$ cat config.mk
export PLATFORM = sky130hd
export DESIGN_NAME = lcd_msg_arbiter
export DESIGN_NICKNAME = d
export VERILOG_FILES = /design/src/rtl/lcd_msg_arbiter.sv
export SDC_FILE = /design/constraint.sdc
export NUM_CORES = 1
export LEC_CHECK = 0
export CAP_MARGIN = 10
export CELL_PAD_IN_SITES_DETAIL_PLACEMENT = 0
export CELL_PAD_IN_SITES_GLOBAL_PLACEMENT = 1
export CORE_AREA = 2 2 266 268
export CTS_CLUSTER_SIZE = 28
export DETAILED_ROUTE_END_ITERATION = 16
export DIE_AREA = 0 0 268 270
export PLACE_DENSITY = 0.56
export SLEW_MARGIN = 5
export SYNTH_ARGS = -nofsm -noshare
export SYNTH_HDL_FRONTEND = slang
export SYNTH_SLANG_ARGS = --single-unit
$ cat constraint.sdc
create_clock -name clk -period 4.29 [get_ports clk]
set_input_delay 0.858 -clock clk [delete_from_list [all_inputs] [get_ports clk]]
set_output_delay 0.858 -clock clk [all_outputs]
set_load 0.01 [all_outputs]
$ cat src/rtl/lcd_msg_arbiter.sv
// Round-robin arbiter sharing the LCD text register between two message sources.
// Every granted message is written once and then held for a minimum dwell time.
module lcd_msg_arbiter #(
  parameter int unsigned DATA_WIDTH   = 224,
  parameter int unsigned DWELL_CYCLES = 50000000,
  parameter int unsigned CNT_WIDTH    = 26
) (
  input  logic                  clk,
  input  logic                  clrn,
  input  logic                  req0,
  input  logic [DATA_WIDTH-1:0] msg0,
  input  logic                  req1,
  input  logic [DATA_WIDTH-1:0] msg1,
  output logic                  grant0,
  output logic                  grant1,
  output logic [DATA_WIDTH-1:0] disp_d,
  output logic                  disp_we,
  output logic                  owner,
  output logic                  busy
);

  localparam int unsigned NUM_CHARS = DATA_WIDTH / 8;
  localparam logic [DATA_WIDTH-1:0] SPACES = {NUM_CHARS{8'h20}};
  localparam logic [CNT_WIDTH-1:0] DWELL_LAST = CNT_WIDTH'(DWELL_CYCLES - 1);

  typedef enum logic [1:0] {
    ST_INIT  = 2'd0,
    ST_IDLE  = 2'd1,
    ST_LOAD  = 2'd2,
    ST_DWELL = 2'd3
  } state_e;

  state_e                state_q, state_d;
  logic [CNT_WIDTH-1:0]  cnt_q, cnt_d;
  logic                  ptr_q, ptr_d;
  logic                  owner_q, owner_d;
  logic                  busy_q, busy_d;
  logic                  we_q, we_d;
  logic                  grant0_q, grant0_d;
  logic                  grant1_q, grant1_d;
  logic [DATA_WIDTH-1:0] disp_data_q, disp_data_d;

  // State and registered outputs; reset also restores the blank display image.
  always_ff @(posedge clk) begin
    if (!clrn) begin
      state_q     <= ST_INIT;
      cnt_q       <= '0;
      ptr_q       <= 1'b0;
      owner_q     <= 1'b0;
      busy_q      <= 1'b0;
      we_q        <= 1'b0;
      grant0_q    <= 1'b0;
      grant1_q    <= 1'b0;
      disp_data_q <= SPACES;
    end else begin
      state_q     <= state_d;
      cnt_q       <= cnt_d;
      ptr_q       <= ptr_d;
      owner_q     <= owner_d;
      busy_q      <= busy_d;
      we_q        <= we_d;
      grant0_q    <= grant0_d;
      grant1_q    <= grant1_d;
      disp_data_q <= disp_data_d;
    end
  end

  // Next-state and next-output logic; pulses default low, held values default to hold.
  always_comb begin
    logic win;
    state_d     = state_q;
    cnt_d       = cnt_q;
    ptr_d       = ptr_q;
    owner_d     = owner_q;
    busy_d      = busy_q;
    disp_data_d = disp_data_q;
    we_d        = 1'b0;
    grant0_d    = 1'b0;
    grant1_d    = 1'b0;
    win         = (req0 & req1) ? ptr_q : req1;

    case (state_q)
      ST_INIT: begin
        state_d     = ST_IDLE;
        we_d        = 1'b1;
        disp_data_d = SPACES;
      end
      ST_IDLE: begin
        if (req0 | req1) begin
          state_d     = ST_LOAD;
          we_d        = 1'b1;
          busy_d      = 1'b1;
          owner_d     = win;
          ptr_d       = ~win;
          grant0_d    = ~win;
          grant1_d    = win;
          disp_data_d = win ? msg1 : msg0;
        end
      end
      ST_LOAD: begin
        state_d = ST_DWELL;
        cnt_d   = DWELL_LAST;
      end
      ST_DWELL: begin
        // Counter runs DWELL_LAST..0, giving exactly DWELL_CYCLES cycles here.
        if (cnt_q == '0) begin
          state_d = ST_IDLE;
          busy_d  = 1'b0;
        end else begin
          cnt_d = cnt_q - CNT_WIDTH'(1);
        end
      end
      default: begin
        state_d = ST_INIT;
      end
    endcase
  end

  assign grant0  = grant0_q;
  assign grant1  = grant1_q;
  assign disp_d  = disp_data_q;
  assign disp_we = we_q;
  assign owner   = owner_q;
  assign busy    = busy_q;

endmodule

# == Word level (Yosys, flattened, before mapping) ==
# Cells that the tools add are included.
# word_totals
reg_bits,258
output_inout_bits,229
wordCells,44
inputBits,452
# op_classes
reduce_logical,11
n_bitwise,3
mux,14
addsub,1
eq_ne,6
# op_table
op,n
$mux W224,2
$pmux W224 S2,1
$pmux W26 S2,1
$logic_not A26 Y1,1
$mux W26,1
$sub A26 B1 Y26 const B,1
$pmux W2 S4,1
$reduce_and A2 Y1,4
$ne A2 B2 Y1 const B,3
$reduce_and A3 Y1,2
$reduce_bool A2 Y1,3
$eq A2 B2 Y1 const B,2
$mux W1,4
$mux W2,2
$pmux W1 S2,2
$eq A2 B1 Y1 const B,1
$logic_not A2 Y1,1
$and A1 B1 Y1,1
$not A1 Y1,1
$or A1 B1 Y1,1

# == Logic depth before layout (Yosys ltp) ==
# logic_depth
ltp_word,5
mapped_depth,9
depth_no_buf,7

# == Least setup slack after synthesis ==
# OpenSTA, ideal clock, no wires.
# synth_timing
path_type,input port to flip-flop
start,input port req1
end,register disp_data_q[165] (netlist: disp_d[165])
setup_slack_ps,1653
t_required_ps,4161
arrival_time_ps,2508
setup_ps,129
stages,7
path_buffers,3
path_cell_list,a21boi_0 -> clkbuf_1 -> clkbuf_1 -> clkbuf_1 -> mux2_2 -> o22ai_1 -> nand2_1
# synth_via
elab_chain_cells,5
word_cells_on_any_way,8
classes_between,eq/ne (1); mux (4); bitwise (2); reduce/logical (1)
# synth_lines
element,line_no,rtl
start: declaration,12,"input logic req1,"
$and A1 B1 Y1,80,win = (req0 & req1) ? ptr_q : req1;
$mux W1,80,
$mux W224,97,disp_data_d = win ? msg1 : msg0;
$mux W224,89,if (req0 | req1) begin
$pmux W224 S2,82,case (state_q)
end signal: assignment,64,disp_data_q <= disp_data_d;
end: declaration,41,"logic [DATA_WIDTH-1:0] disp_data_q, disp_data_d;"
# Several ways; a longest one is shown, not always the timed one. The select of a mux whose other input is x is not followed.
# A chain may end at the register's enable or synchronous reset.

# == Worst setup path after layout ==
# layout_timing
start,register cnt_q[8]
end,register state_q[0]
# layout_via
elab_chain_cells,3
# layout_lines
element,line_no,rtl
start: declaration,34,"logic [CNT_WIDTH-1:0] cnt_q, cnt_d;"
start signal: assignment,57,cnt_q <= cnt_d;
$logic_not A26 Y1,106,if (cnt_q == '0) begin
$ne A2 B2 Y1 (no source line),-,
$reduce_and A2 Y1 (no source line),-,
end signal: assignment,56,state_q <= state_d;
end: declaration,33,"state_e state_q, state_d;"
# No other way between the ends.

==> results.md <==
Outcome:
- The run finished with clean final reports.

Finish:
- After filler insertion, the fill cell instance count of the layout stands at just over 7000.
- The fraction of layout cells with a size suffix above 1 is 0.172.
- The final layout contains between 2000 and 2500 nets.
- The sequential cell area is 5160 um2.
- Excluding fillers, the count of instances in the completed layout stands at 2827.
- Compared with the post-synthesis result, the final layout area differs by 77.7%.
- With fillers left out, the area of the finished cells amounts to 20900 um2.
- Summing all multi-input logic gate instances after layout gives 6140 um2.

GRT:
- For this run, global-route usage on met1 was measured as 0.151.
- The global routing stage identified its most utilized layer as met2.
- For this run, the total global-route usage over all layers was measured as 0.135.
- For met3 alone, demand over resource in global routing was 0.0398.
- The first global-routing pass estimated roughly 75 mm of wire.
- The largest net degree at the start of global routing is 86.
- The residual overflow from global routing is 0.
- The number of global-route vias before repair was 12100.
- The number of antenna violations at the first check in global routing is 3.
- In the global route stage, met2 resource usage came out at 0.247.

STA:
- In this run the tightest slew margin relative to its limit is 0.388.
- The number of failing setup endpoints in the final timing report is 0.
- The portion of the clock cycle consumed by the worst path in the final layout is 0.647.
- Setup repair after global routing left no endpoint under its margin.
- The final critical-path required period is 2.78 ns.
- The post-route clock skew is approximately 0.018 ns.
- Across all setup checks in the final design, the least slack found is 1.51 ns.
- The transition time at the pin with the least slew margin is 0.915 ns.
- The final hold violation count was 0.
- For the final routed database, the setup TNS stands at 0 ns.
- The max-slew violation total from the final report is 0.
- Timing would allow up to approximately 0.36 GHz.

Synth:
- Of the synthesized area, sequential elements account for 0.440.
- For this run, asynchronously set or reset flops after synthesis account for 0.
- The instance count of the mapped netlist is 1219.
- In this run the cell area of the synthesized design comes to 11700 um2.
- The total of warnings raised by yosys is 0.
- The number of unique standard cell types used by synthesis is 53.
- The count of flip-flops with a built-in enable after synthesis is 0.
- The post-synthesis net count is 1677.
- The number of synthesized register bits is 258.
- The average instance area after synthesis is 9.63 um2.
- The most used flip-flop cell after synthesis is dfxtp_1.

Setup path:
- STA puts the critical path data required time at 4.75 ns.
- Walking the worst path, the cells encountered are nor4_1 > nand2_2 > o41ai_4 > a21oi_1 > a211oi_2.
- The highest net fanout along the worst path is 16.
- Grouping stages by cell kind, the critical path spends the most delay in compound AO/OA/AOI/OAI gates.
- The delay contributed by the slowest stage of the critical path is ~0.9 ns.
- Counting both buffers and inverters, the worst setup path holds a total of 0.
- The timing startpoint of the critical path is cnt_q[8].
- The element type at the critical path end is a flop.
- In this run the critical register-to-register path is launched from cnt_q[8].
- The cell with the largest stage delay on the worst path is o41ai_4.
- For the worst setup path, the data arrival time is between 3 and 4 ns.
- The worst setup path is of the flop to flop kind.
- The worst setup path is launched from a flop.

Routing:
- The number of vias per cell is 4.22.
- The first detailed-routing pass ran for 5 iterations.
- Detailed routing inserted a total of 11900 vias.
- Wires add up to a little over 50 mm.
- The final routed wire length divided by cell count is approximately 18 um.
- The number of DRC markers after the initial detailed-route iteration is 479.
- Once detail routing completed, the nets flagged for antenna violations numbered 0.
- The final routed DRC violation total is 0.

Clock network:
- The TritonCTS clock tree is yes.
- The cell sitting at the root of the clock tree is a clkbuf_16.
- After clock tree synthesis, the setup repair step added 0 buffers.
- The source-to-sink clock delay at the later pin of the worst-skew pair is 0.54 ns.
- Gates resized during post-CTS repair numbered 0.
- The clock passes through at most 3 buffers.
- The clock drives 258 sinks.
- The count of hold buffers inserted by post-cts repair is 0.
- Clock-pin slew was measured on the worst setup and hold paths at 0.05 ns.
- The H-tree depth is 2.
- The total clock buffers created by CTS is 36.

Placement:
- The post-detailed-placement cell area is 19700 um2.
- The setup slack at placement is 1.17 ns.
- The HPWL after detailed placement is 38.4 mm.
- The cell total after placement is 2764.
- The number of input and output port buffers inserted is 680.
- The last weighted congestion value of the routability-driven placer is 0.826.

Worst hold path:
- The worst min-delay path startpoint is ptr_q.
- The class of the worst hold path is flop to flop.

Run:
- The tool flagged a number of max-cap violations equal to 0.

Pwr:
- Summed over all cells, the static leakage comes to 7.36 nW.
- The worst-case IR drop observed on VDD is 0.272 mV.
- The power density of the placed cells is 491 nW/um2.

Floorplan:
- The die extent in y is 270 um.
- The die outline area is 72400 um2.
- The overall die width is 268 um.
- The initial utilization of the core area, before any placement, comes to 0.169.
- The count of standard-cell rows is 97.
- The area of the core is about 70000 um2.
- For this design the top-level I/O count stands at 681.
-- sequential cells by signal, summed over array words and instances (netlist names) --
signal and count:
state_q 2, cnt_q 26, owner 1, disp_we 1
ptr_q 1, grant1 1, busy 1, disp_d 224
grant0 1
-- Yosys cell counts, types with 3 or more instances --
| library cell | number | area (um2) |
|---|---|---|
| or3_1 | 7 | 43.8 |
| nand2_1 | 43 | 161 |
| buf_1 | 3 | 11.3 |
| ha_1 | 6 | 75.1 |
| a311oi_1 | 11 | 96.3 |
| a22oi_1 | 197 | 1480 |
| nor2_1 | 215 | 807 |
| buf_2 | 3 | 15.0 |
| or4_1 | 7 | 52.6 |
| o22ai_1 | 30 | 188 |
| and3_1 | 3 | 18.8 |
| a31oi_1 | 5 | 31.3 |
| a211oi_1 | 3 | 22.5 |
| a21oi_1 | 10 | 50.1 |
| dfxtp_1 | 258 | 5160 |
| mux2_2 | 224 | 2520 |
| inv_1 | 9 | 33.8 |
| o31ai_1 | 4 | 30.0 |
| nand3_1 | 5 | 25.0 |
| nor3_1 | 19 | 95.1 |
| nor4_1 | 5 | 31.3 |
| o21ai_0 | 12 | 60.1 |
| clkbuf_1 | 101 | 379 |
-- worst register-to-register path, stage by stage (launching register included) --
cell and delay [ns]:
dfxtp_1 0.36, nor4_1 0.73, nand2_2 0.31, o41ai_4 0.89, a21oi_1 0.19, a211oi_2 0.21
-- stage by stage --
stage | hold WS (ns) | total power [mW] | utilization
6_report | 0.477 | 10.2 | 0.300
5_1_grt | 0.519 | 10.9 | 0.300
4_1_cts | 0.483 | 10.4 | 0.300
3_5_place_dp | 0.472 | 7.43 | 0.284
3_3_place_gp | 0.462 | 7.39 | 0.284
2_1_floorplan | 0.448 | 5.42 | -
-- routing by layer --
layer / vias to the layer above / wire [um]
met5: - / 28
met4: 4 / 924
met3: 51 / 4060
met2: 429 / 26500
met1: 5706 / 20100
li1: 5754 / -
-- cell type report --
class                      instances  share of cell area
sequential                       258               0.248
multi-input combinational        842               0.294
antenna                            1            0.000120
clock inverter                    11             0.00618
clock buffer                      50              0.0476
tap                              940              0.0564
timing repair buffer             715               0.346
inverter                          10             0.00204
-- where the power goes --
part	total (mW)	internal (mW)	switching (mW)
combinational	4.18	1.93	2.25
sequential	3.16	2.85	0.304
clock	2.90	1.74	1.16
total	10.2	6.52	3.72
-- final timing paths --
check,end,slack (ns),cells after the start
worst min-delay path,ptr_q,0.48,1
worst max-delay path,state_q[0],1.51,5
worst min register to register,ptr_q,0.48,1
worst max register to register,state_q[0],1.51,5
-- cells by family (layout without fill, tap and decap cells) --
logic type / after synthesis / count (layout) / synth area share
flops: 258 / 258 / 0.440
simple gates: 326 / 326 / 0.120
xor+xnor: 1 / 1 / 0.000746
other cells: 0 / 1 / 0
mux: 226 / 226 / 0.217
fa+ha+maj: 6 / 6 / 0.00640
buf+inv: 119 / 786 / 0.0397
compound gates: 283 / 283 / 0.177
-- placed cells by master, fill, tap and decap left out, types with 2 or more instances in the layout --
cell type	synthesis	layout
nand2_1	43	43
nor4_1	5	5
a22oi_1	197	197
clkdlybuf4s50_1	0	680
buf_12	0	11
ha_1	6	6
nor4_2	2	2
nor2_1	215	215
o31ai_1	4	4
clkinvlp_4	0	2
a211oi_1	3	3
nand4_1	2	2
buf_4	0	24
nand4b_1	2	2
nor3_1	19	19
o22ai_1	30	30
or3_1	7	7
a21oi_1	10	9
o311a_1	2	2
inv_6	0	3
a31oi_1	5	5
mux2i_1	2	2
dfxtp_1	258	258
mux2_2	224	224
clkinv_2	0	4
and2_1	2	2
nor4b_1	2	2
and3_1	3	3
a311oi_1	11	11
clkbuf_8	0	4
clkbuf_1	101	10
nand3_1	5	5
clkbuf_16	0	36
inv_1	9	9
or4_1	7	7
bufinv_16	0	2
o21ai_0	12	12
Note: power is estimated with default switching activity, not from simulation.
==> edit (same settings) <==
Change the parameter `CNT_WIDTH` from 26 to 22.
--- a/src/rtl/lcd_msg_arbiter.sv
+++ b/src/rtl/lcd_msg_arbiter.sv
@@ -4,5 +4,5 @@
   parameter int unsigned DATA_WIDTH   = 224,
   parameter int unsigned DWELL_CYCLES = 50000000,
-  parameter int unsigned CNT_WIDTH    = 26
+  parameter int unsigned CNT_WIDTH    = 22
 ) (
   input  logic                  clk,
Check against the original RTL: no difference found for any inputs over 4 cycles, from zero or initial values; that may be too few to reach the edited logic, so the function may still have changed.
==> edit against the unedited design <==
Worst setup slack gained 0.16 ns. Die area is the same. Clock power grew 6%. Routed wire length shrank 0.90%. Largest power group unchanged. Via count shrank 5.1%. Synthesized area shrank 2.9%. Total power grew 4.0%. Sequential cell count shrank 4. Cell area shrank 1.4%. Fmax grew 6.2%. Critical path depth grew 2.
==> edit: results (changes against the unedited design) <==
Worst Hold Endpoint ptr_q; post-synthesis xor/xnor area fraction 0.7682% (+0.69 points); Worst-Margin Slew 0.6453 ns (-0.2697 ns); synth unique cells 51 (-3.8%); max reg flops 224 (unchanged); total CTS buffers 34 (-5.6%); Synth top cells by count dfxtp_1, mux2_2, nor2_1; share of layout cells above drive strength 1 17.82% (+0.64 points); top-area cell type share of the netlist area 44.60% (+0.59 points); first-pass GRT wire length 74.71 mm (-1.0%); arrival time at the worst endpoint 3.04 ns (-0.20 ns); placed cell area 19350 sq um (-1.9%); Worst Reg-to-Reg Cells 7 (+2); leading post-synthesis cells by cell area dfxtp_1, mux2_2, a22oi_1; Resize count post-CTS 0 (unchanged); complex-gate fraction of the synthesized area 17.35% (-0.31 points); initial antenna violation count 1 (-2); # port buffers 680 (unchanged); final WL 51.10 mm (-0.90%); GP Congestion 0.7760 (-6.0%); drt pass-1 iters 6 (+1); worst flop-to-flop path endpoint cnt_q[14]; Seq/Total Area, Yosys 44.60% (+0.59 points); VDD IR max 0.0003168 V (+17%); skew final 0.02542 ns (+0.007522 ns); Setup WS pre-CTS 1.085 ns (-0.08847 ns); R2R Setup Slk 1.69 ns (+0.18 ns); Core Area 69540 sq um (unchanged); Longest Clk Path Bufs 3 (unchanged); crit path launch req1; GRT Total Usage 13.44% (-0.040 points); DP Wirelength 37.46 mm (-2.5%); most common cell after layout, fill and taps aside clkdlybuf4s50_1; Post-Syn Nets 1619 (-3.5%); P_leak 7.315 nW (-0.56%); area leader, netlist dfxtp_1; 1st-iter DRT viols 499 (+4.2%); routed vias 11340 (-5.1%); H-tree levels 2 (unchanged); status finished, final reports clean; worst reg2reg startpoint cnt_q[0]; post-synthesis mux area share 22.12% (+0.46 points); Min-Delay Path Class flip-flop to flip-flop; largest net degree at the start of global routing 87 (+1.2%); fin nets 2258 (-2.7%); Synth Area in Adders 0.6585% (+0.019 points); vias in the first global route 11899 (-1.3%); Max FO, Critical Path 53 (+37)
==> edit: kinds of logic after synthesis <==
logic type,after synthesis
and+or+nand+nor,283
AOI/OAI and AO/OA,271
DFF,254
muxes,224
buffers and inverters,113
xor gates and xnor gates,10
adders and majority gates,6
==> edit: per-stage QoR <==
step	hold slack (ns)	instances	power, mW
2_1_floorplan	0.4476	1161	5.508
3_3_place_gp	0.4608	2704	7.668
3_5_place_dp	0.4742	2704	7.709
4_1_cts	0.4860	2764	10.88
5_1_grt	0.5109	2764	11.33
6_report	0.4862	2765	10.65
==> edit: worst max-delay path by stage <==
stage | endpoint | slack, ns | depth (start not counted)
after floorplan | disp_d[101] | 1.62 | 7
after global placement | disp_d[207] | 1.12 | 7
after detailed placement | disp_d[207] | 1.09 | 7
after CTS | cnt_q[14] | 1.68 | 7
after global routing | cnt_q[18] | 1.38 | 5
final | disp_d[82] | 1.67 | 7
==> edit: area by class of cell <==
cell class	instances	area [sq um]
Fill cell	7273	48990
Timing Repair Buffer	710	7182
Multi-Input combinational cell	794	5881
Sequential cell	254	5085
Tap cell	940	1176
Clock buffer	44	948.4
Clock inverter	16	255.2
Inverter	6	27.53
Antenna cell	1	2.502
==> edit: report_power, final <==
part | switching [mW] | internal, mW | leakage (nW)
clock network | 1.18 | 1.88 | 0.590
logic | 2.29 | 2.09 | 4.65
registers | 0.325 | 2.88 | 2.07
==> edit: per-layer routing <==
layer  up-vias  GRT usage [%]  share of wire [%]
met4         0          2.676                1.4
li1       5517              -                  -
met1      5406          15.10                 40
met3        44          4.021                7.3
met5         -              0                  0
met2       373          24.82                 52
==> edit: critical path, stage by stage <==
cell and delay (ns):
clkdlybuf4s50_1 0.51, a21boi_4 0.37, buf_12 0.26, buf_12 0.30, mux2_2 0.40, a22oi_1 0.16
nor2_1 0.06
